**src/rtl/dma_xfer_engine.sv**
```systemverilog
// dma_xfer_engine
//   Moves xfer_len 32-bit words from src_addr to dst_addr over a single ICB master port.
//   Words are read into a small FIFO in batches of up to FIFO_DEPTH. Each batch is then
//   written out before the next read batch starts. Only one ICB command is outstanding at
//   any time. A one-cycle done pulse marks the end of every accepted start, including len=0.
//
//   Optional feature macro: DMA_ERR_ABORT_EN
//     defined   : a response with rsp_err set raises err, drops the word, flushes the FIFO
//                 and finishes the transfer early (done still pulses).
//     undefined : rsp_err only raises the sticky err flag; the transfer runs to completion.
//
// Ports
//   clk, rst                 clock (rising edge), asynchronous active-high reset
//   start                    one-cycle request, accepted only while busy=0
//   src_addr/dst_addr        word-aligned byte addresses, sampled on an accepted start
//   xfer_len                 word count, sampled on an accepted start
//   busy, done, err          status: in-progress, completion pulse, sticky bus error
//   dma_icb_cmd_*            ICB command channel (master)
//   dma_icb_rsp_*            ICB response channel (master)
module dma_xfer_engine #(
    parameter int unsigned FIFO_DEPTH = 4,
    parameter int unsigned LEN_W      = 16
) (
    input  logic             clk,
    input  logic             rst,
    input  logic             start,
    input  logic [31:0]      src_addr,
    input  logic [31:0]      dst_addr,
    input  logic [LEN_W-1:0] xfer_len,
    output logic             busy,
    output logic             done,
    output logic             err,
    output logic             dma_icb_cmd_valid,
    input  logic             dma_icb_cmd_ready,
    output logic             dma_icb_cmd_read,
    output logic [31:0]      dma_icb_cmd_addr,
    output logic [31:0]      dma_icb_cmd_wdata,
    output logic [3:0]       dma_icb_cmd_wmask,
    input  logic             dma_icb_rsp_valid,
    output logic             dma_icb_rsp_ready,
    input  logic [31:0]      dma_icb_rsp_rdata,
    input  logic             dma_icb_rsp_err
);

    localparam int unsigned PTR_W = (FIFO_DEPTH > 1) ? $clog2(FIFO_DEPTH) : 1;
    localparam int unsigned CNT_W = PTR_W + 1;

    typedef enum logic [2:0] {
        StIdle,
        StRdCmd,
        StRdRsp,
        StWrCmd,
        StWrRsp,
        StDone
    } state_e;

    state_e state_q, state_d;

    logic [31:0]      src_q;
    logic [31:0]      dst_q;
    logic [LEN_W-1:0] len_q;
    logic [LEN_W-1:0] rd_cnt_q;
    logic [LEN_W-1:0] wr_cnt_q;
    logic             err_q;

    logic [31:0]      fifo_mem [FIFO_DEPTH];
    logic [PTR_W-1:0] wptr_q;
    logic [PTR_W-1:0] rptr_q;
    logic [CNT_W-1:0] fcnt_q;

    logic cmd_hsk;
    logic rsp_hsk;
    logic start_acc;
    logic abort;
    logic push;
    logic pop;
    logic last_rd;
    logic last_wr;
    logic fifo_full_nxt;
    logic fifo_empty_nxt;

    assign cmd_hsk   = dma_icb_cmd_valid & dma_icb_cmd_ready;
    assign rsp_hsk   = dma_icb_rsp_valid & dma_icb_rsp_ready;
    assign start_acc = (state_q == StIdle) & start;

`ifdef DMA_ERR_ABORT_EN
    assign abort = rsp_hsk & dma_icb_rsp_err;
`else
    assign abort = 1'b0;
`endif

    // Reads and writes never overlap, so push and pop are mutually exclusive.
    assign push = (state_q == StRdRsp) & rsp_hsk & ~abort;
    assign pop  = (state_q == StWrRsp) & rsp_hsk & ~abort;

    // Decisions are made on the values the counters take after the current beat.
    assign last_rd        = (rd_cnt_q + LEN_W'(1)) == len_q;
    assign last_wr        = (wr_cnt_q + LEN_W'(1)) == len_q;
    assign fifo_full_nxt  = (fcnt_q + CNT_W'(1)) == CNT_W'(FIFO_DEPTH);
    assign fifo_empty_nxt = fcnt_q == CNT_W'(1);

    // State register
    always_ff @(posedge clk or posedge rst) begin
        if (rst) begin
            state_q <= StIdle;
        end else begin
            state_q <= state_d;
        end
    end

    // Next-state logic
    always_comb begin
        state_d = state_q;
        unique case (state_q)
            StIdle: begin
                if (start) begin
                    state_d = (xfer_len == '0) ? StDone : StRdCmd;
                end
            end
            StRdCmd: begin
                if (cmd_hsk) state_d = StRdRsp;
            end
            StRdRsp: begin
                if (rsp_hsk) begin
                    if (abort) begin
                        state_d = StDone;
                    end else if (fifo_full_nxt || last_rd) begin
                        state_d = StWrCmd;
                    end else begin
                        state_d = StRdCmd;
                    end
                end
            end
            StWrCmd: begin
                if (cmd_hsk) state_d = StWrRsp;
            end
            StWrRsp: begin
                if (rsp_hsk) begin
                    if (abort || last_wr) begin
                        state_d = StDone;
                    end else if (fifo_empty_nxt) begin
                        state_d = StRdCmd;
                    end else begin
                        state_d = StWrCmd;
                    end
                end
            end
            StDone:  state_d = StIdle;
            default: state_d = StIdle;
        endcase
    end

    // Outputs; command fields depend only on registered state, so they hold through a stall.
    always_comb begin
        busy              = state_q != StIdle;
        done              = state_q == StDone;
        err               = err_q;
        dma_icb_cmd_valid = 1'b0;
        dma_icb_cmd_read  = 1'b0;
        dma_icb_cmd_addr  = '0;
        dma_icb_cmd_wdata = '0;
        dma_icb_cmd_wmask = 4'h0;
        dma_icb_rsp_ready = 1'b0;
        unique case (state_q)
            StRdCmd: begin
                dma_icb_cmd_valid = 1'b1;
                dma_icb_cmd_read  = 1'b1;
                dma_icb_cmd_addr  = src_q + (32'(rd_cnt_q) << 2);
            end
            StWrCmd: begin
                dma_icb_cmd_valid = 1'b1;
                dma_icb_cmd_addr  = dst_q + (32'(wr_cnt_q) << 2);
                dma_icb_cmd_wdata = fifo_mem[rptr_q];
                dma_icb_cmd_wmask = 4'hF;
            end
            StRdRsp, StWrRsp: begin
                dma_icb_rsp_ready = 1'b1;
            end
            default: ;
        endcase
    end

    // Configuration, counters, error flag and FIFO bookkeeping
    always_ff @(posedge clk or posedge rst) begin
        if (rst) begin
            src_q    <= '0;
            dst_q    <= '0;
            len_q    <= '0;
            rd_cnt_q <= '0;
            wr_cnt_q <= '0;
            err_q    <= 1'b0;
            wptr_q   <= '0;
            rptr_q   <= '0;
            fcnt_q   <= '0;
        end else begin
            if (start_acc) begin
                src_q    <= src_addr;
                dst_q    <= dst_addr;
                len_q    <= xfer_len;
                rd_cnt_q <= '0;
                wr_cnt_q <= '0;
                err_q    <= 1'b0;
            end else if (rsp_hsk && dma_icb_rsp_err) begin
                err_q <= 1'b1;
            end

            if (push) begin
                rd_cnt_q <= rd_cnt_q + LEN_W'(1);
                wptr_q   <= wptr_q + PTR_W'(1);
                fcnt_q   <= fcnt_q + CNT_W'(1);
            end
            if (pop) begin
                wr_cnt_q <= wr_cnt_q + LEN_W'(1);
                rptr_q   <= rptr_q + PTR_W'(1);
                fcnt_q   <= fcnt_q - CNT_W'(1);
            end

            // An aborted transfer leaves nothing behind for the next one.
            if (abort || start_acc) begin
                wptr_q <= '0;
                rptr_q <= '0;
                fcnt_q <= '0;
            end
        end
    end

    // FIFO storage; contents are meaningless while the pointers say empty.
    always_ff @(posedge clk) begin
        if (push) begin
            fifo_mem[wptr_q] <= dma_icb_rsp_rdata;
        end
    end

endmodule
```
**config.mk**
```make
export PLATFORM = sky130hd
export DESIGN_NAME = dma_xfer_engine
export DESIGN_NICKNAME = d
export VERILOG_FILES = /design/src/rtl/dma_xfer_engine.sv
export SDC_FILE = /design/constraint.sdc
export NUM_CORES = 1
export LEC_CHECK = 0
export BUFFER_PORTS_ARGS = -buffer_cell sky130_fd_sc_hd__buf_2
export CORE_MARGIN = 3
export CORE_UTILIZATION = 60
export CTS_CLUSTER_SIZE = 28
export DETAILED_ROUTE_END_ITERATION = 16
export GPL_TIMING_DRIVEN = 0
export PLACE_DENSITY = 0.83
export RECOVER_POWER = 100
export SETUP_SLACK_MARGIN = 0.15
export SKIP_LAST_GASP = 1
export SYNTH_ARGS = -nofsm -noshare
export SYNTH_HDL_FRONTEND = slang
export SYNTH_SLANG_ARGS = --single-unit
```
**constraint.sdc**
```tcl
create_clock -name clk -period 12.4 [get_ports clk]
set_input_delay 2.48 -clock clk [delete_from_list [all_inputs] [get_ports clk]]
set_output_delay 2.48 -clock clk [all_outputs]
set_load 0.01 [all_outputs]
```
======== Word level (Yosys, flattened, before mapping) ========
Memories as Yosys holds them, arrays and structs flattened.
Cells that the tools add are included.
storage, ports and cells
  register bits ........................... 123
  bits in writable memories ............... 128
  input port bits ......................... 118
  memories ................................ 1
memory list
  name      depth  width  read ports  clocked after Yosys merged registers in  wr ports  line  text
  fifo_mem  4      32     1           0                                        1         66    logic [31:0] fifo_mem [FIFO_DEPTH];
cells by class
  add/subtract/negate cells ............... 8
  equality and inequality tests ........... 14
  multiplexer cells ....................... 30
  bitwise gates (word level) .............. 5
  reductions and logical operators ........ 12
operator list
  kind                                                             number
  32-bit by 18-bit adder with 32-bit output                        2
  32-bit one-hot mux with 2 select lines                           1
  16-bit two-way mux                                               3
  16-bit by 1-bit adder with 16-bit output, second input constant  2
  16-bit == test                                                   2
  32-bit two-way mux                                               1
  3-bit two-way mux                                                10
  16-bit zero test                                                 1
  3-bit one-hot mux with 5 select lines                            1
  2-bit two-way mux                                                6
  2-bit inequality test, second input constant                     5
  3-bit == test, second input constant                             3
  1-bit two-way mux                                                7
  3-bit by 1-bit == test with 1-bit output, second input constant  2
  3-bit by 2-bit == test with 1-bit output, second input constant  2
  2-bit nonzero test                                               3
  3-bit nonzero test                                               2
  1-bit AND                                                        5
  5-bit AND reduction                                              1
  2-bit by 1-bit adder with 2-bit output, second input constant    2
  4-bit two-way mux                                                1
  2-bit OR reduction                                               2
  3-bit by 1-bit adder with 3-bit output, second input constant    1
  3-bit zero test                                                  1
  3 further kinds                                                  3

======== Depth between registers and ports, before layout ========
Gate-level depths: netlist of the first run.
  depth in word-level cells ............... 8
  mapped depth ............................ 10

======== Worst setup path before layout of the first run ========
OpenSTA, ideal clock, no wires.
  kind .................................... register to output
  start ................................... register wr_cnt_q[0]
  end ..................................... output dma_icb_cmd_addr[22]
  data arrival time ....................... 2605 ps
  required time ........................... 9920 ps
  slack ................................... 7315 ps
  cell stages (with the launch flop) ...... 11
  buffers on the path ..................... 0
  cell sequence ........................... dfrtp_1 > ha_1 > inv_1 > fa_1 > nand2b_1 > a211oi_1 > o31ai_2 > o211ai_2 > nand4_1 > mux2i_1 > a211oi_1
between the ends
  word-level cells in the longest chain between the ends .. 2
RTL lines
  item                                       line  text
  from (decl)                                63    logic [LEN_W-1:0] wr_cnt_q;
  from (signal assigned)                     213   wr_cnt_q <= wr_cnt_q + LEN_W'(1);
  32-bit by 18-bit adder with 32-bit output  172   dma_icb_cmd_addr = dst_q + (32'(wr_cnt_q) << 2);
  32-bit one-hot mux with 2 select lines     164   unique case (state_q)
  to (decl)                                  36    output logic [31:0] dma_icb_cmd_addr,
No other way between the ends.

==> results of run 1 <==
-- cell usage in the layout, fill, tap and decap left out, types with 5 or more instances in the layout --
cell / synthesis / layout
a211oi_1: 21 / 21
a21o_1: 8 / 8
a21oi_1: 41 / 41
a31oi_1: 6 / 6
and2_1: 7 / 6
and3_1: 51 / 51
and4_1: 5 / 5
buf_2: 11 / 100
clkbuf_1: 50 / 160
clkbuf_16: 0 / 26
dfrtp_1: 123 / 123
edfxtp_1: 128 / 128
ha_1: 42 / 42
inv_1: 25 / 24
mux2i_1: 8 / 8
mux4_2: 32 / 32
nand2_1: 299 / 299
nand2b_1: 9 / 9
nand3_1: 35 / 35
nand4_1: 21 / 21
nor2_1: 60 / 60
nor2b_1: 7 / 7
nor3_1: 18 / 18
nor4_1: 8 / 8
o2111ai_1: 7 / 7
o211ai_1: 16 / 17
o21a_1: 6 / 6
o21ai_0: 68 / 68
o21ai_1: 6 / 6
o22ai_1: 10 / 10
o31ai_1: 12 / 13
or3_1: 7 / 7
xnor2_1: 49 / 49
xor2_1: 33 / 33
-- critical path: stages --
cell	delay [ns]
buf_2	0.10
clkinvlp_2	1.45
clkbuf_1	2.53
-- kinds of logic (layout without fill, tap and decap cells) --
kind of cell    count (synthesis)  count (layout)  synth area share, %
xor+xnor                       84              84                 5.62
simple gates                  549             549                 18.8
mux                            40              40                 5.89
flops                         251             251                 50.9
other cells                     0               2                    0
buf+inv                        97             332                 2.96
fa+ha+maj                      44              44                 4.16
compound gates                240             240                 11.6
-- state kept, by name, indices dropped and copies added, names as in the netlist --
register	flops
fifo_mem	128
err	1
wptr_q	2
fcnt_q	3
state_q	3
rd_cnt_q	16
dst_q	32
len_q	16
src_q	32
wr_cnt_q	16
rptr_q	2
-- metal layers --
metal / GRT usage [%] / share of wire [%]
met4: 8.63 / 3.0
met2: 50.1 / 46
met3: 7.63 / 9.3
met1: 43.8 / 41
met5: 0 / 0.27
-- final cells by class --
type / count / area [um^2]
inverters: 27 / 103
multi-input cells: 957 / 6250
repair buffers: 192 / 835
flip-flops and latches: 251 / 6920
clock inverters: 10 / 82.6
plain buffers: 70 / 298
well taps: 280 / 350
fillers: 1675 / 6470
clock buffers: 33 / 707
diodes: 2 / 5.00
-- power groups by stage --
stage	logic [W]	clock network, W	registers [W]
after floorplan	0.000740	0	0.00115
after global placement	0.00105	0	0.00120
after detailed placement	0.00107	0	0.00120
after CTS	0.00109	0.000739	0.00119
after global routing	0.00118	0.000772	0.00121
final	0.00108	0.000733	0.00120
-- how the worst max path moves through the flow --
stage                      startpoint              endpoint  slack (ns)  cells past startpoint
after CTS                 wr_cnt_q[0]  dma_icb_cmd_addr[22]        6.23                     11
final                             rst             dst_q[12]        5.65                      3
after global placement            rst             dst_q[18]        5.19                      2
after floorplan                   rst              dst_q[0]        6.65                      1
after global routing              rst             dst_q[11]        4.67                      3
after detailed placement  wr_cnt_q[0]  dma_icb_cmd_addr[22]        6.81                     11
-- metrics by stage --
| step | hold WS (ns) | instance area [um^2] | util [%] | cells |
|---|---|---|---|---|
| floorplan | 0.445 | 13600 | - | 1305 |
| global placement | 0.465 | 14900 | 67.6 | 1776 |
| detailed placement | 0.467 | 14900 | 67.8 | 1777 |
| CTS | 0.482 | 15700 | 71.4 | 1820 |
| global route | 0.500 | 15600 | 70.6 | 1822 |
| finish | 0.481 | 15600 | 70.6 | 1822 |
==> metrics.cfg, run 1 <==
[power]
fin_total_pwr_w=0.00301
comb_power_share_pct=35.9
irDropWorstVdd_uv=159
p_leak_nw=6.48
seqPwrFrac_pct=39.8
powerDensity_nw_per_um2=194
switchingPower_w=0.00117
intPower_w=0.00184
p_clk_share_pct=24.4
p_sw_share_pct=38.8

[grt]
grt_pass1_vias=10800
antenna_found_initial=11
grt_pass1_wl_um=60100
grt_overflow=0
grt_max_degree=66
track_usage_pct=31.5

[clock_network]
insertion_delay_ns=0.55
cts_buffer_depth=3
h-tree-depth=1
clock-root-buffer=clkbuf_16
path_clk_slew_ns=0.06
cts_sinks=251
hold_buffers=0
post_cts_buffers=0
cts.repair.resized=0
cts_tree=done
cts_inserted_buffers=26

[critical_path]
timing.rr.end=fifo_mem[3][9]
cp.required_ns=12.27
startpoint_type=primary input
reg2reg_from=state_q[1]
critPathKind=primary input to async pin
crit_arrival_ns=6.62
ff2ff_path_depth=4
cp-end-kind=async pin
rrSetupSlack_ns=8.87
crit_path_max_fanout=65

[sta]
min_period_over_period_pct=54.5
fin_tns_setup_ns=0
rsz0062_at_grt=no
setup_viol=0
fmax_mhz=148
fin_skew_ns=0.00954
finalCriticalPeriod_ns=6.75
report.final.slew_viol_count=258
finalHoldViolCount=0
relSlewSlack_pct=-131
worst_pin_slew_ns=3.47
setup_ws_ns=5.65

[synth]
synthesis.nets=1467
ys_types=76
yosysMostFrequentCell=nand2_1
synth-seq-cells=251
syn_avg_cell_area_um2=10.4
synthTopCellsByArea=edfxtp_1 28%, dfrtp_1 23%, nand2_1 8.3%, mux4_2 5.3%, ha_1 3.9%
synth_ff_type=edfxtp_1
synth_commonest_cells=299 x nand2_1, 128 x edfxtp_1, 123 x dfrtp_1
ys_seq_area_share_pct=50.9
synth-edff-count=128
yosysWarnings=0
synth_cells=1305
synth_area_leader_cell=edfxtp_1
synth_top_area_share_pct=28.3
async_reset_ff_share_pct=49.0
synth_area_um2=13600

[run_status]
status=finished, violations left
failed_checks=capacitance limit, slew limit

[run]
cap_violations=6

[die]
num_io_pins=192
rows=54
die_area_um2=24500
fp.dieH_um=156
die_width_um=156
design.core.area_um2=22000
start_util_pct=61.7

[place]
gp_congestion=0.946
dp_slack_ns=6.81
io_buffers=191
dpl.hpwl_um=27800

[drt]
drt_pass1_iterations=6
antenna_left=0
drtIter0Drc=996
drc=0
vias_per_cell=6.19
totalWireLength_um=38800
num_vias=11300
wl_per_cell_um=21.3

[layout]
layout.nets=1687
drive_gt1_share_pct=12.7
areaGrowthSynthToFinish_pct=14.5

[hold_path]
min_to=dst_q[0]
holdPathStages=2
min-delay-start=dst_q[0]
hp-class=register to register

(Power assumes the default switching activity.)
==> inputs of run 2 (changes only) <==
Settings changed: CORE_UTILIZATION 60 to 58, PLACE_DENSITY 0.83 to 0.81.
Clock period 12.4 ns to 6.6 ns, I/O delays scaled along.
==> metrics.cfg, run 2 (synthesis gave the netlist of run 1 again) <==
[run_status]
status=finished, violations left
failed_checks=capacitance limit, slew limit

[clock_network]
cts_buffer_depth=3
cts.repair.resized=0
hold_buffers=0
path_clk_slew_ns=0.06
post_cts_buffers=0
cts_inserted_buffers=26
insertion_delay_ns=0.55
cts_tree=done
h-tree-depth=1
cts_sinks=251
clock-root-buffer=clkbuf_16

[layout]
drive_gt1_share_pct=13.1
fillCellCount=1758
regMostFlops=fifo_mem
largest_reg_flops=128
areaGrowthSynthToFinish_pct=15.9
reg_top3=fifo_mem: 128 flops, dst_q: 32 flops, src_q: 32 flops
utilization_pct=68.9
layout.nets=1687
final_common_cell=nand2_1
final_cell_mix=299 x nand2_1, 157 x clkbuf_1, 128 x edfxtp_1

[power]
irDropWorstVdd_uv=285
comb_power_share_pct=34.8
intPower_w=0.00365
switchingPower_w=0.00224
seqPwrFrac_pct=38.2
p_clk_share_pct=27.0
p_sw_share_pct=38.1
p_leak_nw=6.56
fin_total_pwr_w=0.00589
powerDensity_nw_per_um2=374

[run]
cap_violations=5

[die]
num_io_pins=192
fp.dieH_um=159
rows=55
die_area_um2=25300
design.core.area_um2=22800
die_width_um=159
start_util_pct=59.5

[critical_path]
cp-startpoint=wr_cnt_q[0]
startpoint_type=register
rrSetupSlack_ns=3.16
path_buf_inv=2
cpPeakStageDelay_ns=0.64
crit_arrival_ns=4.09
crit_top_cell=a211oi_1
cpMaxStageDelayCell=o211ai_1
crit_chain=ha_1, inv_1, fa_1, nand2b_1, a211oi_1, o31ai_1, o211ai_1, nand4_1, mux2i_1, a211oi_1, clkbuf_1
critPathKind=register to output port
cp.required_ns=5.28
path_delay_family=compound AO/OA/AOI/OAI gates
reg2reg_from=state_q[1]
cp-end-kind=output port
crit_path_max_fanout=8

[sta]
finalCriticalPeriod_ns=5.41
fmax_mhz=185
fin_skew_ns=0.00999
fin_tns_setup_ns=0
rsz0062_at_grt=no
min_period_over_period_pct=82.0
worst_pin_slew_ns=2.66
setup_ws_ns=1.19
finalHoldViolCount=0
setup_viol=0
relSlewSlack_pct=-78.3
report.final.slew_viol_count=188

[place]
gp_congestion=0.983
dpl.hpwl_um=28500
io_buffers=191
dp_slack_ns=2.06

[grt]
grt_max_degree=69
grt_pass1_vias=11100
track_usage_pct=30.7
grt_pass1_wl_um=61400
antenna_found_initial=8
grt_overflow=0

[hold_path]
hp-class=register to register
min-delay-start=src_q[6]

[drt]
drt_pass1_iterations=5
totalWireLength_um=39300
drc=0
vias_per_cell=6.08
drtIter0Drc=1018
num_vias=11300
antenna_left=0
wl_per_cell_um=21.1

==> run 2: layout make-up <==
class,instances,area [um^2],area share (%)
multi-input cells,957,6230,39.6
repair buffers,192,860,5.46
flip-flops and latches,251,6920,44.0
plain buffers,70,298,1.89
inverters,27,103,0.652
well taps,313,392,2.49
clock buffers,34,731,4.64
clock inverters,14,204,1.30
diodes,2,5.00,0.0318
==> run 2: metal layers <==
metal | GRT usage, % | wire length [um]
met1 | 41.3 | 15600
met2 | 50.4 | 18600
met3 | 7.31 | 3670
met4 | 8.95 | 1230
met5 | 0 | 86
==> run 2: final timing paths <==
| check | depth (start not counted) | end |
|---|---|---|
| worst min-delay path | 2 | src_q[6] |
| worst max-delay path | 11 | dma_icb_cmd_addr[22] |
| worst max register to register | 4 | fifo_mem[2][9] |
| max in group asynchronous | 2 | dst_q[3] |
| worst min register to register | 2 | src_q[6] |
| min in group asynchronous | 2 | len_q[0] |
==> run 2: worst reg2reg max path: cells and delay by family, from the launching register on <==
kind,cells,cell delay [ns]
flip-flops,1,0.32
AND/OR/NAND/NOR,2,1.93
buffers and inverters,2,0.77
==> run 2: metrics by stage <==
step / instance area (um^2) / instances / hold WS [ns]
6_report: 15700 / 1860 / 0.489
5_1_grt: 15700 / 1859 / 0.511
4_1_cts: 15900 / 1858 / 0.490
3_5_place_dp: 15000 / 1810 / 0.469
3_3_place_gp: 14900 / 1809 / 0.462
2_1_floorplan: 13600 / 1305 / 0.445
==> run 2: power by group through the flow <==
stage / combinational, W / sequential, W / clock (W)
2_1_floorplan: 0.00139 / 0.00216 / 0
3_3_place_gp: 0.00200 / 0.00225 / 0
3_5_place_dp: 0.00205 / 0.00226 / 0
4_1_cts: 0.00207 / 0.00224 / 0.00160
5_1_grt: 0.00225 / 0.00228 / 0.00166
6_report: 0.00205 / 0.00225 / 0.00159
